$ cat config.mk
export PLATFORM = sky130hd
export DESIGN_NAME = turn_scheduler
export DESIGN_NICKNAME = d
export VERILOG_FILES = /design/src/rtl/game_pkg.sv /design/src/rtl/anim_timer.sv /design/src/rtl/turn_scheduler.sv
export SDC_FILE = /design/constraint.sdc
export NUM_CORES = 1
export LEC_CHECK = 0
export CAP_MARGIN = 20
export CORE_UTILIZATION = 54
export DETAILED_ROUTE_END_ITERATION = 8
export PLACE_DENSITY = 0.79
export SYNTH_ARGS = -nofsm -noshare
export SYNTH_HDL_FRONTEND = slang
export SYNTH_HIERARCHICAL = 1
export SYNTH_SLANG_ARGS = --single-unit
$ cat constraint.sdc
create_clock -name clk -period 2.9 [get_ports clk]
set_clock_uncertainty 0.1 [all_clocks]
set_input_delay 0.29 -clock clk [delete_from_list [all_inputs] [get_ports clk]]
set_output_delay 0.29 -clock clk [all_outputs]
set_load 0.03 [all_outputs]
$ cat src/rtl/game_pkg.sv
// game_pkg: encodings shared by the turn scheduler, the VGA renderer and the top level.
package game_pkg;

    localparam int MAP_W = 20;
    localparam int MAP_H = 15;

    typedef enum logic [1:0] {
        MODE_MOVE   = 2'b00,
        MODE_ATTACK = 2'b01,
        MODE_HIT    = 2'b10,
        MODE_IDLE   = 2'b11
    } mode_t;

    typedef enum logic [1:0] {
        ACT_KNIGHT  = 2'd0,
        ACT_WIZARD  = 2'd1,
        ACT_MONSTER = 2'd2
    } actor_t;

    typedef enum logic [1:0] {
        ST_SELECT  = 2'd0,
        ST_ANIM    = 2'd1,
        ST_NEXT    = 2'd2,
        ST_MONSTER = 2'd3
    } sched_state_t;

endpackage

$ cat src/rtl/anim_timer.sv
// anim_timer: free-running tick prescaler plus attack-animation frame counter.
// start restarts both counters; frames advance only while run is high, and
// done flags the tick that ends the last frame.
module anim_timer
    import game_pkg::*;
#(
    parameter int TICK_DIV    = 20,
    parameter int ANIM_FRAMES = 16
) (
    input  logic       clk,
    input  logic       rst,
    input  logic       start,
    input  logic       run,
    output logic       tick,
    output logic [3:0] frame,
    output logic       done
);

    logic [TICK_DIV-1:0] prescaler;
    logic                last_frame;

    assign tick       = &prescaler;
    assign last_frame = (frame == 4'(ANIM_FRAMES - 1));
    assign done       = run && tick && last_frame;

    // Prescaler runs in every state so the timeout sees ticks too; restarted per animation
    always_ff @(posedge clk or negedge rst) begin
        if (!rst)
            prescaler <= '0;
        else if (start)
            prescaler <= '0;
        else
            prescaler <= prescaler + TICK_DIV'(1);
    end

    // Frame index steps once per tick during an animation and folds back to 0 after the last frame
    always_ff @(posedge clk or negedge rst) begin
        if (!rst)
            frame <= '0;
        else if (start)
            frame <= '0;
        else if (run && tick)
            frame <= last_frame ? 4'd0 : frame + 4'd1;
    end

endmodule

$ cat src/rtl/turn_scheduler.sv
// turn_scheduler: sequences knight, wizard and monster turns and times the
// attack animations. Optional player-turn timeout: TURN_SCHEDULER_TIMEOUT_EN.
module turn_scheduler
    import game_pkg::*;
#(
    parameter int TICK_DIV      = 20,
    parameter int ANIM_FRAMES   = 16,
    parameter int TIMEOUT_TICKS = 64,
    parameter int KNIGHT_POS    = 125,
    parameter int WIZARD_POS    = 167,
    parameter int MONSTER_POS   = 0
) (
    input  logic       clk,
    input  logic       rst,
    input  logic       confirm_pulse,
    input  logic       end_pulse,
    output logic [1:0] actor,
    output logic [8:0] action_pos,
    output logic [1:0] player_mode,
    output logic       anim_active,
    output logic [3:0] anim_count,
    output logic [7:0] round_cnt,
    output logic       turn_done
);

    sched_state_t state_q, state_d;
    actor_t       actor_q, actor_d;
    mode_t        mode_q, mode_d;
    logic         active_d;
    logic [7:0]   round_d;
    logic         done_d;
    logic         start;
    logic         anim_run;
    logic         tick;
    logic         anim_done;
    logic         end_eff;

    function automatic logic [8:0] pos_of(input actor_t a);
        case (a)
            ACT_WIZARD:  pos_of = 9'(WIZARD_POS);
            ACT_MONSTER: pos_of = 9'(MONSTER_POS);
            default:     pos_of = 9'(KNIGHT_POS);
        endcase
    endfunction

    assign anim_run    = (state_q == ST_ANIM) || (state_q == ST_MONSTER);
    assign actor       = actor_q;
    assign player_mode = mode_q;

    anim_timer #(
        .TICK_DIV    (TICK_DIV),
        .ANIM_FRAMES (ANIM_FRAMES)
    ) u_anim_timer (
        .clk   (clk),
        .rst   (rst),
        .start (start),
        .run   (anim_run),
        .tick  (tick),
        .frame (anim_count),
        .done  (anim_done)
    );

`ifdef TURN_SCHEDULER_TIMEOUT_EN
    localparam int TO_W = $clog2(TIMEOUT_TICKS + 1);
    logic [TO_W-1:0] to_cnt;
    logic            timeout_fire;

    // Timeout expires on the tick that would bring the count to TIMEOUT_TICKS
    assign timeout_fire = (state_q == ST_SELECT) && tick && !confirm_pulse &&
                          (to_cnt == TO_W'(TIMEOUT_TICKS - 1));
    assign end_eff      = end_pulse || timeout_fire;

    // Timeout counter: zero outside SELECT (so zero on entry), restarted by each confirm
    always_ff @(posedge clk or negedge rst) begin
        if (!rst)
            to_cnt <= '0;
        else if ((state_q != ST_SELECT) || confirm_pulse)
            to_cnt <= '0;
        else if (tick)
            to_cnt <= to_cnt + TO_W'(1);
    end
`else
    logic unused_timeout;

    assign end_eff        = end_pulse;
    assign unused_timeout = (TIMEOUT_TICKS != 0) ^ tick;
`endif

    // Next-state and next-output decode; end beats confirm when both arrive together
    always_comb begin
        state_d  = state_q;
        actor_d  = actor_q;
        mode_d   = mode_q;
        active_d = anim_active;
        round_d  = round_cnt;
        done_d   = 1'b0;
        start    = 1'b0;
        case (state_q)
            ST_SELECT: begin
                if (end_eff) begin
                    if (mode_q == MODE_ATTACK) begin
                        state_d  = ST_ANIM;
                        mode_d   = MODE_ATTACK;
                        active_d = 1'b1;
                        start    = 1'b1;
                    end else begin
                        state_d = ST_NEXT;
                    end
                end else if (confirm_pulse) begin
                    mode_d = (mode_q == MODE_ATTACK) ? MODE_MOVE : MODE_ATTACK;
                end
            end
            ST_ANIM: begin
                if (anim_done) begin
                    state_d  = ST_NEXT;
                    active_d = 1'b0;
                end
            end
            ST_NEXT: begin
                done_d   = 1'b1;
                active_d = 1'b0;
                if (actor_q == ACT_KNIGHT) begin
                    actor_d = ACT_WIZARD;
                    mode_d  = MODE_MOVE;
                    state_d = ST_SELECT;
                end else begin
                    actor_d  = ACT_MONSTER;
                    mode_d   = MODE_HIT;
                    state_d  = ST_MONSTER;
                    active_d = 1'b1;
                    start    = 1'b1;
                end
            end
            default: begin
                if (anim_done) begin
                    actor_d  = ACT_KNIGHT;
                    round_d  = round_cnt + 8'd1;
                    done_d   = 1'b1;
                    mode_d   = MODE_MOVE;
                    state_d  = ST_SELECT;
                    active_d = 1'b0;
                end
            end
        endcase
    end

    // State and every output are registered together
    always_ff @(posedge clk or negedge rst) begin
        if (!rst) begin
            state_q     <= ST_SELECT;
            actor_q     <= ACT_KNIGHT;
            mode_q      <= MODE_MOVE;
            anim_active <= 1'b0;
            round_cnt   <= 8'd0;
            turn_done   <= 1'b0;
            action_pos  <= 9'(KNIGHT_POS);
        end else begin
            state_q     <= state_d;
            actor_q     <= actor_d;
            mode_q      <= mode_d;
            anim_active <= active_d;
            round_cnt   <= round_d;
            turn_done   <= done_d;
            action_pos  <= pos_of(actor_d);
        end
    end

endmodule

==> Word-level counts from Yosys, hierarchy flattened <==
Cells that the tools add are included.
{ "totals": {"ff_bits": 49, "memories": 0, "latchBits": 0, "out_inout_bits": 27, "rom_bits": 0, "ramBits": 0, "wordCells": 70} }
{ "classes": {"addsub": 3, "div_mod_pow": 0, "n_shift": 0, "n_eq_ne": 12, "bitwise_logic": 2, "n_reduce_logical": 14, "mul": 0, "n_mux": 30, "magnitude_cmp": 0} }
{ "op_table": {"columns": ["operator", "count"], "rows": [
  ["2-bit two-way mux", 11],
  ["20-bit by 1-bit adder with 20-bit output, second input constant", 1],
  ["20-bit two-way mux", 1],
  ["20-bit AND reduction", 1],
  ["8-bit one-hot mux with 2 select lines", 1],
  ["4-bit two-way mux", 3],
  ["2-bit one-hot mux with 3 select lines", 2],
  ["8-bit by 1-bit adder with 8-bit output, second input constant", 1],
  ["1-bit two-way mux", 8],
  ["2-bit by 1-bit == test with 1-bit output, second input constant", 3],
  ["2-bit == test, second input constant", 3],
  ["2-bit inequality test, second input constant", 3],
  ["3-bit inequality test, second input constant", 2],
  ["1-bit one-hot mux with 2 select lines", 3],
  ["3-bit AND reduction", 2],
  ["4-bit by 1-bit adder with 4-bit output, second input constant", 1],
  ["4-bit == test, second input constant", 1],
  ["2-bit logical NOT", 2],
  ["2-bit one-hot mux with 2 select lines", 1],
  ["4-bit AND reduction", 1],
  ["3-bit nonzero test", 1],
  ["3-bit OR reduction", 1],
  ["1-bit logical AND", 2],
  ["1-bit NOT", 2],
  ["other kinds (4)", 4]
]} }

==> Logic depth before layout (Yosys ltp) <==
Gate-level depths: netlist of the first run.
{ "depth": {"word_depth": 8, "mapped_depth": 10, "mapped_depth_nobuf": 8} }

==> Modules after synthesis <==
The synthesis of the first run kept the hierarchy.
{ "by_module_without_submodules": {"columns": ["module", "instances", "cells_each", "area_per_inst_um2", "seq_area_each_um2"], "rows": [
  ["anim_timer", 1, 133, 1243.7, 600.6],
  ["turn_scheduler", 1, 97, 984.7, 478.0]
]} }

==> Worst setup path after synthesis of the first run <==
Ideal clock, no wire load.
{ "synth_timing": {"kind": "register -> register", "from": "reg u_anim_timer.prescaler[0]", "to": "reg round_cnt[1]", "arrival_time_ps": 1907, "period_less_slack_ps": 2135, "slack_ps": 765, "path_stages_with_launch": 10, "path_buffers": 2, "cell_sequence": "dfrtp_1 -> ha_1 -> nand4_1 -> nor4_1 -> nand2_1 -> nor2_1 -> buf_6 -> and3_1 -> buf_2 -> mux2_1"} }
{ "synth_between": {"elab_chain_cells": 4} }
{ "synth_rtl": {"columns": ["element", "line_no", "text"], "rows": [
  ["from (decl)", "anim_timer.sv:19", "logic [TICK_DIV-1:0] prescaler;"],
  ["from (signal assigned)", "anim_timer.sv:33", "prescaler <= prescaler + TICK_DIV'(1);"],
  ["20-bit AND reduction", "anim_timer.sv:22", "assign tick = &prescaler;"],
  ["1-bit logical AND (2 in series)", "anim_timer.sv:24", "assign done = run && tick && last_frame;"],
  ["named net anim_done", "turn_scheduler.sv:35", "logic anim_done;"],
  ["2-bit AND reduction (no line)", null, null],
  ["to (signal assigned)", "turn_scheduler.sv:162", "round_cnt <= round_d;"],
  ["to (decl)", "turn_scheduler.sv:22", "output logic [7:0] round_cnt,"]
]} }
The timed path passes the listed nets, and every way through them passes these cells.
A chain may end at the register's enable or synchronous reset.

==> Worst setup path after layout of the first run <==
{ "layout_timing": {"from": "reg u_anim_timer.prescaler[0]", "to": "reg u_anim_timer.frame[2]"} }
{ "layout_between": {"elab_chain_cells": 3} }
{ "layout_rtl": {"columns": ["element", "line_no", "text"], "rows": [
  ["20-bit AND reduction", "anim_timer.sv:22", null],
  ["1-bit logical AND", "anim_timer.sv:42", "else if (run && tick)"],
  ["2-bit nonzero test (no line)", null, null],
  ["to (signal assigned)", "anim_timer.sv:43", "frame <= last_frame ? 4'd0 : frame + 4'd1;"],
  ["to (decl)", "anim_timer.sv:15", "output logic [3:0] frame,"]
]} }
Every way passes these cells.

==> results of run 1 <==
## worst reg2reg max path, delay by kind of cell, from the launching register on
kind / cells / cell delay [ns]
simple gates: 3 / 1.41
flops: 1 / 0.39
fa+ha+maj: 1 / 0.23
compound gates: 1 / 0.14
## final timing paths
path,start,to
max,u_anim_timer/prescaler[0],u_anim_timer/frame[2]
min,rst,u_anim_timer/prescaler[16]
max reg2reg,u_anim_timer/prescaler[0],u_anim_timer/frame[2]
min reg2reg,round_cnt[7],round_cnt[7]
max in group asynchronous,rst,u_anim_timer/prescaler[8]
min in group clk,round_cnt[7],round_cnt[7]
## cell usage in the layout, fill, tap and decap left out, drive strengths merged, types with 4 or more instances in the layout
cell           count
dfrtp             41
clkdlybuf4s50     28
nand2             20
a21oi             19
nor2              15
o21ai             12
nand3             10
xnor2              9
inv                9
clkbuf             8
or4                8
xor2               7
o31ai              6
nand4              6
nor3               5
or3                5
nor2b              4
and3               4
buf                4
## sequential cells by signal (all words and copies together), names as in the netlist
name / cells
anim_active: 1
u_anim_timer/prescaler: 20
actor: 2
turn_done: 1
state_q: 2
u_anim_timer/frame: 4
round_cnt: 8
action_pos: 3
player_mode: 2
## metrics by stage
step	setup WS [ns]	instances
floorplan	0.792	229
global placement	0.667	291
detailed placement	0.592	291
CTS	0.581	299
global route	0.382	299
finish	0.567	299
## layout make-up
class	instances	share of cell area (%)
Clock buffer	8	3.88
Inverter	9	1.31
Multi-Input combinational cell	159	38.7
Sequential cell	43	41.8
Tap cell	48	2.33
Timing Repair Buffer	32	11.9
## power breakdown
part / leakage, nW / internal, W / switching [W]
sequential: 0.563 / 0.000674 / 0.0000821
combinational: 0.467 / 0.000140 / 0.000184
clock: 0.0515 / 0.000218 / 0.000197
total: 1.08 / 0.00103 / 0.000463
## metal layers
layer  share of wire [%]  global-route usage, %  up-vias
li1                    -                      -      858
met1                  49                   29.1      833
met2                  47                   35.8       27
met3                 3.2                   5.17        4
met4                 1.1                   7.98        0
met5                   0                      0        -
==> metrics, run 1 <==
Fin Hold WS 0.0289 ns; type of origin of the critical path register; vias after detailed routing 1722; post-CTS setup buffer count 0; Resized Gates After CTS 0; gr usage total 22.2%; Core Region 0.00380 sq mm; multi-input logic area 1000 sq um; Total Neg Setup Slack 0 ns; R2R setup slack 0.57 ns; Max VDD drop 0.000380 V; post-route cell area 0.00258 sq mm; die area 0.00438 sq mm; Cell Pwr Density 579 mW/mm^2; Worst path most repeated cell or4_1; Syn Nets 236; Critical Path AT 2.46 ns; Port Buf Inserts 29; hold-fix buffers at CTS 0; hold crit path type input port to async pin; clock root cell clkbuf_8; # IOs 31; Final ANT Viol Nets 0; gp weighted congestion 0.788; register area 0.00108 sq mm; crit share post-route 80.4%; Lkg Pwr 1.08 nW; total power 0.00149 W; ant diodes 0; worst slew pin tran 0.918 ns; vias in the first global route 1609; cell count after synthesis 229; minimum clock period 2.33 ns; CP max stage cell or4_1; crit-path max FO 10; die height 66.2 microns; Final setup viols 0; CTS Buf Count 5; R2R depth 5; Yosys warnings 6; Worst path depth 5; DR DRC count 0; Layout Utilization 67.9%; clock tree buffer depth 2; synthesized area per cell 9.70 sq um; family with the most delay on the worst path simple AND/OR/NAND/NOR gates; Slew Viols, Final 0; Worst-path clk slew 0.08 ns; initial core utilization 58.5%; NumNets Final 257; fmax 0.429 GHz; Syn Std Cell Area 0.00222 sq mm; drt initial violations 96; 1st-pass router iterations 4; Max Cap Violations 0; CTS H-tree depth 2; Area Overhead vs Synth 16.1%; CTS tree done; Setup crit end kind register; hpwl dp 2860 microns; row cnt 22; crit-path cells ha_1, nand4_1, or4_1, or4_1, a21oi_1; Cell Area, Placed 0.00248 sq mm; Data required, critical path 3.02 ns; Hold Fails Final Rpt 0; unrepaired setup endpoints after global routing no; layout cells sized above 1 8.37%; CP Buf/Inv Count 0; clk_lat worst skew 0.29 ns; Slew Limit Headroom 38.8%; Worst path max stage delay 0.63 ns; total grt overflow 0; Routed WL 4200 microns; first-pass GRT wire length 7320 microns; clock sink count 43; fillers 331; largest net degree at the start of global routing 44; CP Class register to register; vias per cell 5.76; Die W 66.2 microns; status finished, final reports clean; WL per Instance 14.1 microns; antenna violations before repair 0
Power figures use the tool's default switching activity.
==> run 2, diff against run 1 <==
--- a/config.mk
+++ b/config.mk
@@ -6,9 +6,9 @@
 export NUM_CORES = 1
 export LEC_CHECK = 0
 export CAP_MARGIN = 20
-export CORE_UTILIZATION = 54
+export CORE_UTILIZATION = 49
 export DETAILED_ROUTE_END_ITERATION = 8
-export PLACE_DENSITY = 0.79
+export PLACE_DENSITY = 0.76
 export SYNTH_ARGS = -nofsm -noshare
 export SYNTH_HDL_FRONTEND = slang
 export SYNTH_HIERARCHICAL = 1
==> constraint.sdc (replaced) <==
create_clock -name clk -period 2 [get_ports clk]
set_clock_uncertainty 0.1 [all_clocks]
set_input_delay 0.2 -clock clk [delete_from_list [all_inputs] [get_ports clk]]
set_output_delay 0.2 -clock clk [all_outputs]
set_load 0.03 [all_outputs]
==> run 2 against run 1 <==
Against the previous run: the run now ends with setup timing left; largest cell class unchanged; critical endpoint unchanged; routed wire length increased by 18%; sequential cell count unchanged; register-to-register slack lost 0.58 ns; critical path type unchanged.
==> metrics, run 2 (synthesized netlist as in run 1, its figures left out) <==
status finished with violations; failing checks setup timing; biggest regs u_anim_timer/prescaler x20, round_cnt x8, u_anim_timer/frame x4; first-pass GRT wire length 8150 microns (+11%); R2R depth 5 (unchanged); unrepaired setup endpoints after global routing yes; initial core utilization 51.0% (-7.5 points); min-delay src round_cnt[7]; reg-to-reg startpoint u_anim_timer/prescaler[1]; Cell Pwr Density 829 mW/mm^2 (+43%); CTS Buf Count 5 (unchanged); Slew Limit Headroom 51.2% (+12 points); vias after detailed routing 1894 (+10%); Fin Hold WS 0.383 ns (+0.354 ns); drt initial violations 134 (+40%); gp weighted congestion 0.836 (+6.2%); Critical Path AT 2.15 ns (-0.31 ns); Layout Utilization 66.8% (-1.1 points); CTS tree done; Core Region 0.00435 sq mm (+15%); Largest Register u_anim_timer/prescaler; worst slew pin tran 0.732 ns (-0.186 ns); Lkg Pwr 1.25 nW (+16%); post-route cell area 0.00291 sq mm (+13%); DR DRC count 0 (unchanged); minimum clock period 2.01 ns (-0.319 ns); Final setup viols 1 (+1); setup ws final -0.0141 ns (-0.581 ns); worst slack at placement -0.0581 ns (-0.650 ns); # IOs 31 (unchanged); fmax 0.497 GHz (+16%); vias per cell 5.64 (-2.1%); Max VDD drop 0.000591 V (+55%); Port Buf Inserts 29 (unchanged); Hold Crit Endpoint round_cnt[7]; max FFs per register 20 (unchanged); vias in the first global route 1785 (+11%); Worst-path clk slew 0.09 ns (about the same); antenna violations before repair 0 (unchanged); crit-path max FO 6 (-4); die height 69.3 microns (+4.8%); hpwl dp 3400 microns (+19%); clk_lat worst skew 0.30 ns (about the same); gr usage total 21.1% (-1.1 points); commonest non-fill, non-tap cell in the layout dfrtp_1; Max Cap Violations 0 (unchanged); Area Overhead vs Synth 30.9%; Data required, critical path 2.13 ns (-0.89 ns); RR Endpoint u_anim_timer/frame[2]; row cnt 24 (+9.1%); total grt overflow 0 (unchanged); clock sink count 43 (unchanged); Worst path max stage delay 0.49 ns (-0.14 ns); WL per Instance 14.8 microns (+5.1%); layout cells sized above 1 22.9% (+15 points); ant diodes 0 (unchanged); type of origin of the critical path register; Routed WL 4970 microns (+18%); die area 0.00481 sq mm (+9.9%); CTS H-tree depth 2 (unchanged); Setup crit end kind register; hold crit path type register to register; Hold Fails Final Rpt 0 (unchanged); clock tree buffer depth 2 (unchanged); largest net degree at the start of global routing 33 (-25%); Die W 69.3 microns (+4.8%); crit-path cells ha_2, nand4_1, or4_4, or4_1, a21oi_1; CP max stage cell or4_4; 1st-pass router iterations 4 (unchanged); NumNets Final 290 (+13%); Cell Area, Placed 0.00270 sq mm (+8.8%); CP Class register to register; Slew Viols, Final 0 (unchanged); WHS Path Cells 1; R2R setup slack -0.01 ns (-0.58 ns); most frequent cells in the layout dfrtp_1, buf_4, clkdlybuf4s50_1; Final ANT Viol Nets 0 (unchanged); Total Neg Setup Slack -0.0141 ns (-0.0141 ns); crit share post-route 101% (+20 points); clock root cell clkbuf_8
run 2: cell types whose count changed in the layout (fill, tap and decap cells not counted), moves of 2 or more:
cell / delta
buf_4: +30
clkbuf_8: -2
o21ai_1: +2
o21ai_0: -2
nand2_1: -2
or4_1: -2
or4_4: +3
run 2: per-layer routing:
metal  global-route usage [%]  share of wire [%]  vias to the layer above
met4                     8.62                1.2                        0
met1                     27.7                 46                      937
li1                         -                  -                      919
met3                     3.05                2.7                        5
met5                        0                  0                        -
met2                     35.3                 50                       33
run 2: power breakdown:
group	total (W)	leakage (nW)	internal, W	switching [W]
Combinational	0.000643	0.628	0.000309	0.000334
Clock	0.000690	0.0581	0.000372	0.000318
Sequential	0.00108	0.563	0.000976	0.000102
run 2: area by class of cell:
| type | count | area (sq um) |
|---|---|---|
| fill | 317 | 1450 |
| sequential | 43 | 1080 |
| multi-input combinational | 160 | 1060 |
| timing repair buffer | 64 | 554 |
| clock buffer | 5 | 68.8 |
| tap | 52 | 65.1 |
| clock inverter | 3 | 43.8 |
| inverter | 9 | 33.8 |
run 2: worst max-delay path, delay by kind of cell (launching register included):
kind                       cells  cell delay [ns]
adders and majority gates      1             0.19
AOI/OAI and AO/OA              1             0.15
DFF                            1             0.37
and+or+nand+nor                3             1.14
run 2: how the worst max path moves through the flow:
stage | slack (ns) | start | endpoint
after global routing | -0.11 | u_anim_timer/prescaler[1] | u_anim_timer/frame[2]
after global placement | -0.01 | u_anim_timer/prescaler[1] | round_cnt[1]
final | -0.01 | u_anim_timer/prescaler[1] | u_anim_timer/frame[2]
after detailed placement | -0.06 | u_anim_timer/prescaler[1] | u_anim_timer/frame[2]
after floorplan | -0.08 | u_anim_timer/prescaler[0] | u_anim_timer/frame[2]
after CTS | -0.01 | u_anim_timer/prescaler[1] | u_anim_timer/frame[2]
run 2: repair_timing:
action | 4_1_cts | 5_1_grt
gates resized for setup | 7 | 10
endpoints found under the setup margin | 9 | 11
buffers inserted | 1 | 3
gates cloned | 0 | 1
hold buffers | 1 | 0
hold endpoints to repair | 28 | 0
pin swaps | 0 | 8
run 2: per-stage QoR:
| stage | cells | total power, W |
|---|---|---|
| floorplan | 229 | 0.00144 |
| global placement | 323 | 0.00169 |
| detailed placement | 323 | 0.00171 |
| CTS | 333 | 0.00240 |
| global route | 336 | 0.00252 |
| finish | 336 | 0.00241 |
==> run 3, diff against run 2 <==
==> constraint.sdc (replaced) <==
create_clock -name clk -period 1.7 [get_ports clk]
set_clock_uncertainty 0.1 [all_clocks]
set_input_delay 0.17 -clock clk [delete_from_list [all_inputs] [get_ports clk]]
set_output_delay 0.17 -clock clk [all_outputs]
set_load 0.03 [all_outputs]
==> run 3 against run 2 <==
Against the previous run: the run still ends with setup timing left; global-route usage increased by 2.4 points; highest routed layer unchanged; first-iteration DRC count fell by 6.0%; critical path depth is 3 higher; die area unchanged.
==> metrics, run 3 (synthesized netlist as in run 1, its figures left out) <==
Largest Register u_anim_timer/prescaler; WL per Instance 15.8 microns (+7.0%); Worst path most repeated cell buf_4; clock sink count 43 (unchanged); Core Region 0.00435 sq mm (unchanged); Max Cap Violations 0 (unchanged); Most Crowded Layer GR met2; ant diodes 0 (unchanged); worst slew pin tran 0.531 ns (-0.201 ns); die height 69.3 microns (unchanged); setup ws final -0.301 ns (-0.287 ns); fillers 286 (-9.8%); Cell Pwr Density 853 mW/mm^2 (+2.9%); minimum clock period 2.00 ns (-0.0135 ns); Slew Limit Headroom 64.3% (+13 points); vias after detailed routing 2045 (+8.0%); CP Class register to register; CP max stage cell nor4_1; layout cells sized above 1 39.0% (+16 points); type of origin of the critical path register; DR DRC count 0 (unchanged); CTS Buf Count 5 (unchanged); crit share post-route 118% (+17 points); Lkg Pwr 1.58 nW (+26%); Slew Viols, Final 0 (unchanged); Final ANT Viol Nets 0 (unchanged); worst slack at placement -0.395 ns (-0.337 ns); largest net degree at the start of global routing 44 (+33%); die area 0.00481 sq mm (unchanged); gp weighted congestion 0.828 (-1.0%); row cnt 24 (unchanged); first-pass GRT wire length 8960 microns (+9.9%); NumNets Final 314 (+8.3%); gr usage total 23.5% (+2.4 points); CTS tree done; Cell Area, Placed 0.00284 sq mm (+5.2%); vias per cell 5.68 (+0.77%); hpwl dp 3590 microns (+5.5%); Worst-path clk slew 0.08 ns (about the same); drt initial violations 126 (-6.0%); total power 0.00280 W (+16%); Setup crit end kind register; Port Buf Inserts 29 (unchanged); biggest regs u_anim_timer/prescaler x20, round_cnt x8, u_anim_timer/frame x4; Area Overhead vs Synth 47.6%; Routed WL 5690 microns (+15%); Critical Path AT 2.13 ns (-0.02 ns); most frequent cells in the layout buf_4, dfrtp_1, nand2_1, dlygate4sd2_1, buf_6; post-route cell area 0.00328 sq mm (+13%); crit-path cells ha_2, nand4_1, buf_4, buf_4, buf_4, nor4_1, nand4b_1, a21oi_1; Worst path max stage delay 0.41 ns (-0.08 ns); GR Layer Usage met2 40.8% (+5.5 points); clock tree buffer depth 2 (unchanged); CTS H-tree depth 2 (unchanged); crit-path max FO 3 (-3); met1 usage 28.6% (+0.95 points); fmax 0.500 GHz (+0.67%); 1st-pass router iterations 4 (unchanged); antenna violations before repair 0 (unchanged); Die W 69.3 microns (unchanged); hold crit path type register to register; commonest non-fill, non-tap cell in the layout buf_4; clk_lat worst skew 0.30 ns (about the same); max FFs per register 20 (unchanged); total grt overflow 0 (unchanged); status finished with violations; vias in the first global route 2006 (+12%); unrepaired setup endpoints after global routing yes; failing checks setup timing; clock root cell clkbuf_8; Max VDD drop 0.000762 V (+29%); Data required, critical path 1.83 ns (-0.30 ns); Total Neg Setup Slack -5.62 ns (-5.60 ns); initial core utilization 51.0% (unchanged); Layout Utilization 75.3% (+8.5 points); # IOs 31 (unchanged); Final setup viols 32 (+31); Hold Fails Final Rpt 0 (unchanged); grt met3 use 4.51% (+1.5 points)
run 3: cell types whose count changed in the layout (fill, tap and decap cells not counted), moves of 3 or more:
cell / delta
buf_6: +11
dlygate4sd2_1: +14
nand2_1: -4
or4_1: -4
buf_4: +14
a21oi_2: +10
nor2_1: -3
clkdlybuf4s50_1: -17
nor2_2: +4
dlymetal6s2s_1: +3
nand2_2: +4
a21oi_1: -10
or4_4: +4
run 3: through the flow:
stage                     hold slack [ns]  std cells
after floorplan                    -0.226        229
after global placement              0.171        339
after detailed placement            0.177        339
after CTS                           0.389        357
after global routing                0.405        360
final                               0.388        360
run 3: worst paths after layout:
path	endpoint	from	cells past startpoint	slack (ns)
worst max-delay path	u_anim_timer/frame[0]	u_anim_timer/prescaler[1]	8	-0.30
worst min register to register	round_cnt[7]	round_cnt[7]	1	0.39
min in group asynchronous	player_mode[1]	rst	3	0.40
worst max register to register	u_anim_timer/frame[0]	u_anim_timer/prescaler[1]	8	-0.30
worst min-delay path	round_cnt[7]	round_cnt[7]	1	0.39
max in group asynchronous	action_pos[5]	rst	3	0.73
run 3: power by group:
| part | internal, W | leakage (nW) | switching, W |
|---|---|---|---|
| combinational | 0.000383 | 0.960 | 0.000447 |
| clock | 0.000371 | 0.0515 | 0.000352 |
| sequential | 0.00115 | 0.563 | 0.0000954 |
| total | 0.00190 | 1.58 | 0.000894 |
run 3: repair_timing:
item	in CTS	in global routing
setup buffers	9	4
hold endpoints to repair	41	0
endpoints found under the setup margin	46	36
pin swaps	15	8
resized for setup	48	33
hold buffers	1	0
run 3: routing by layer:
metal,up-vias,share of wire (%)
met4,0,3.2
met3,17,3.2
met2,50,52
met1,1006,41
li1,972,-
met5,-,0
run 3: cell type report:
class,instances,area (sq um),share of cell area [%]
clock buffers,8,100,3.05
inverters,9,33.8,1.03
multi-input cells,159,1230,37.5
flip-flops and latches,43,1080,32.9
well taps,52,65.1,1.98
repair buffers,89,773,23.6
run 3: worst max-delay path, delay by kind of cell (launching register included):
family                   cells  cell delay, ns
AO/OA/AOI/OAI                1            0.17
adder cells (fa/ha/maj)      1            0.19
buffers and inverters        3            0.45
flip-flops                   1            0.36
AND/OR/NAND/NOR              3            0.67
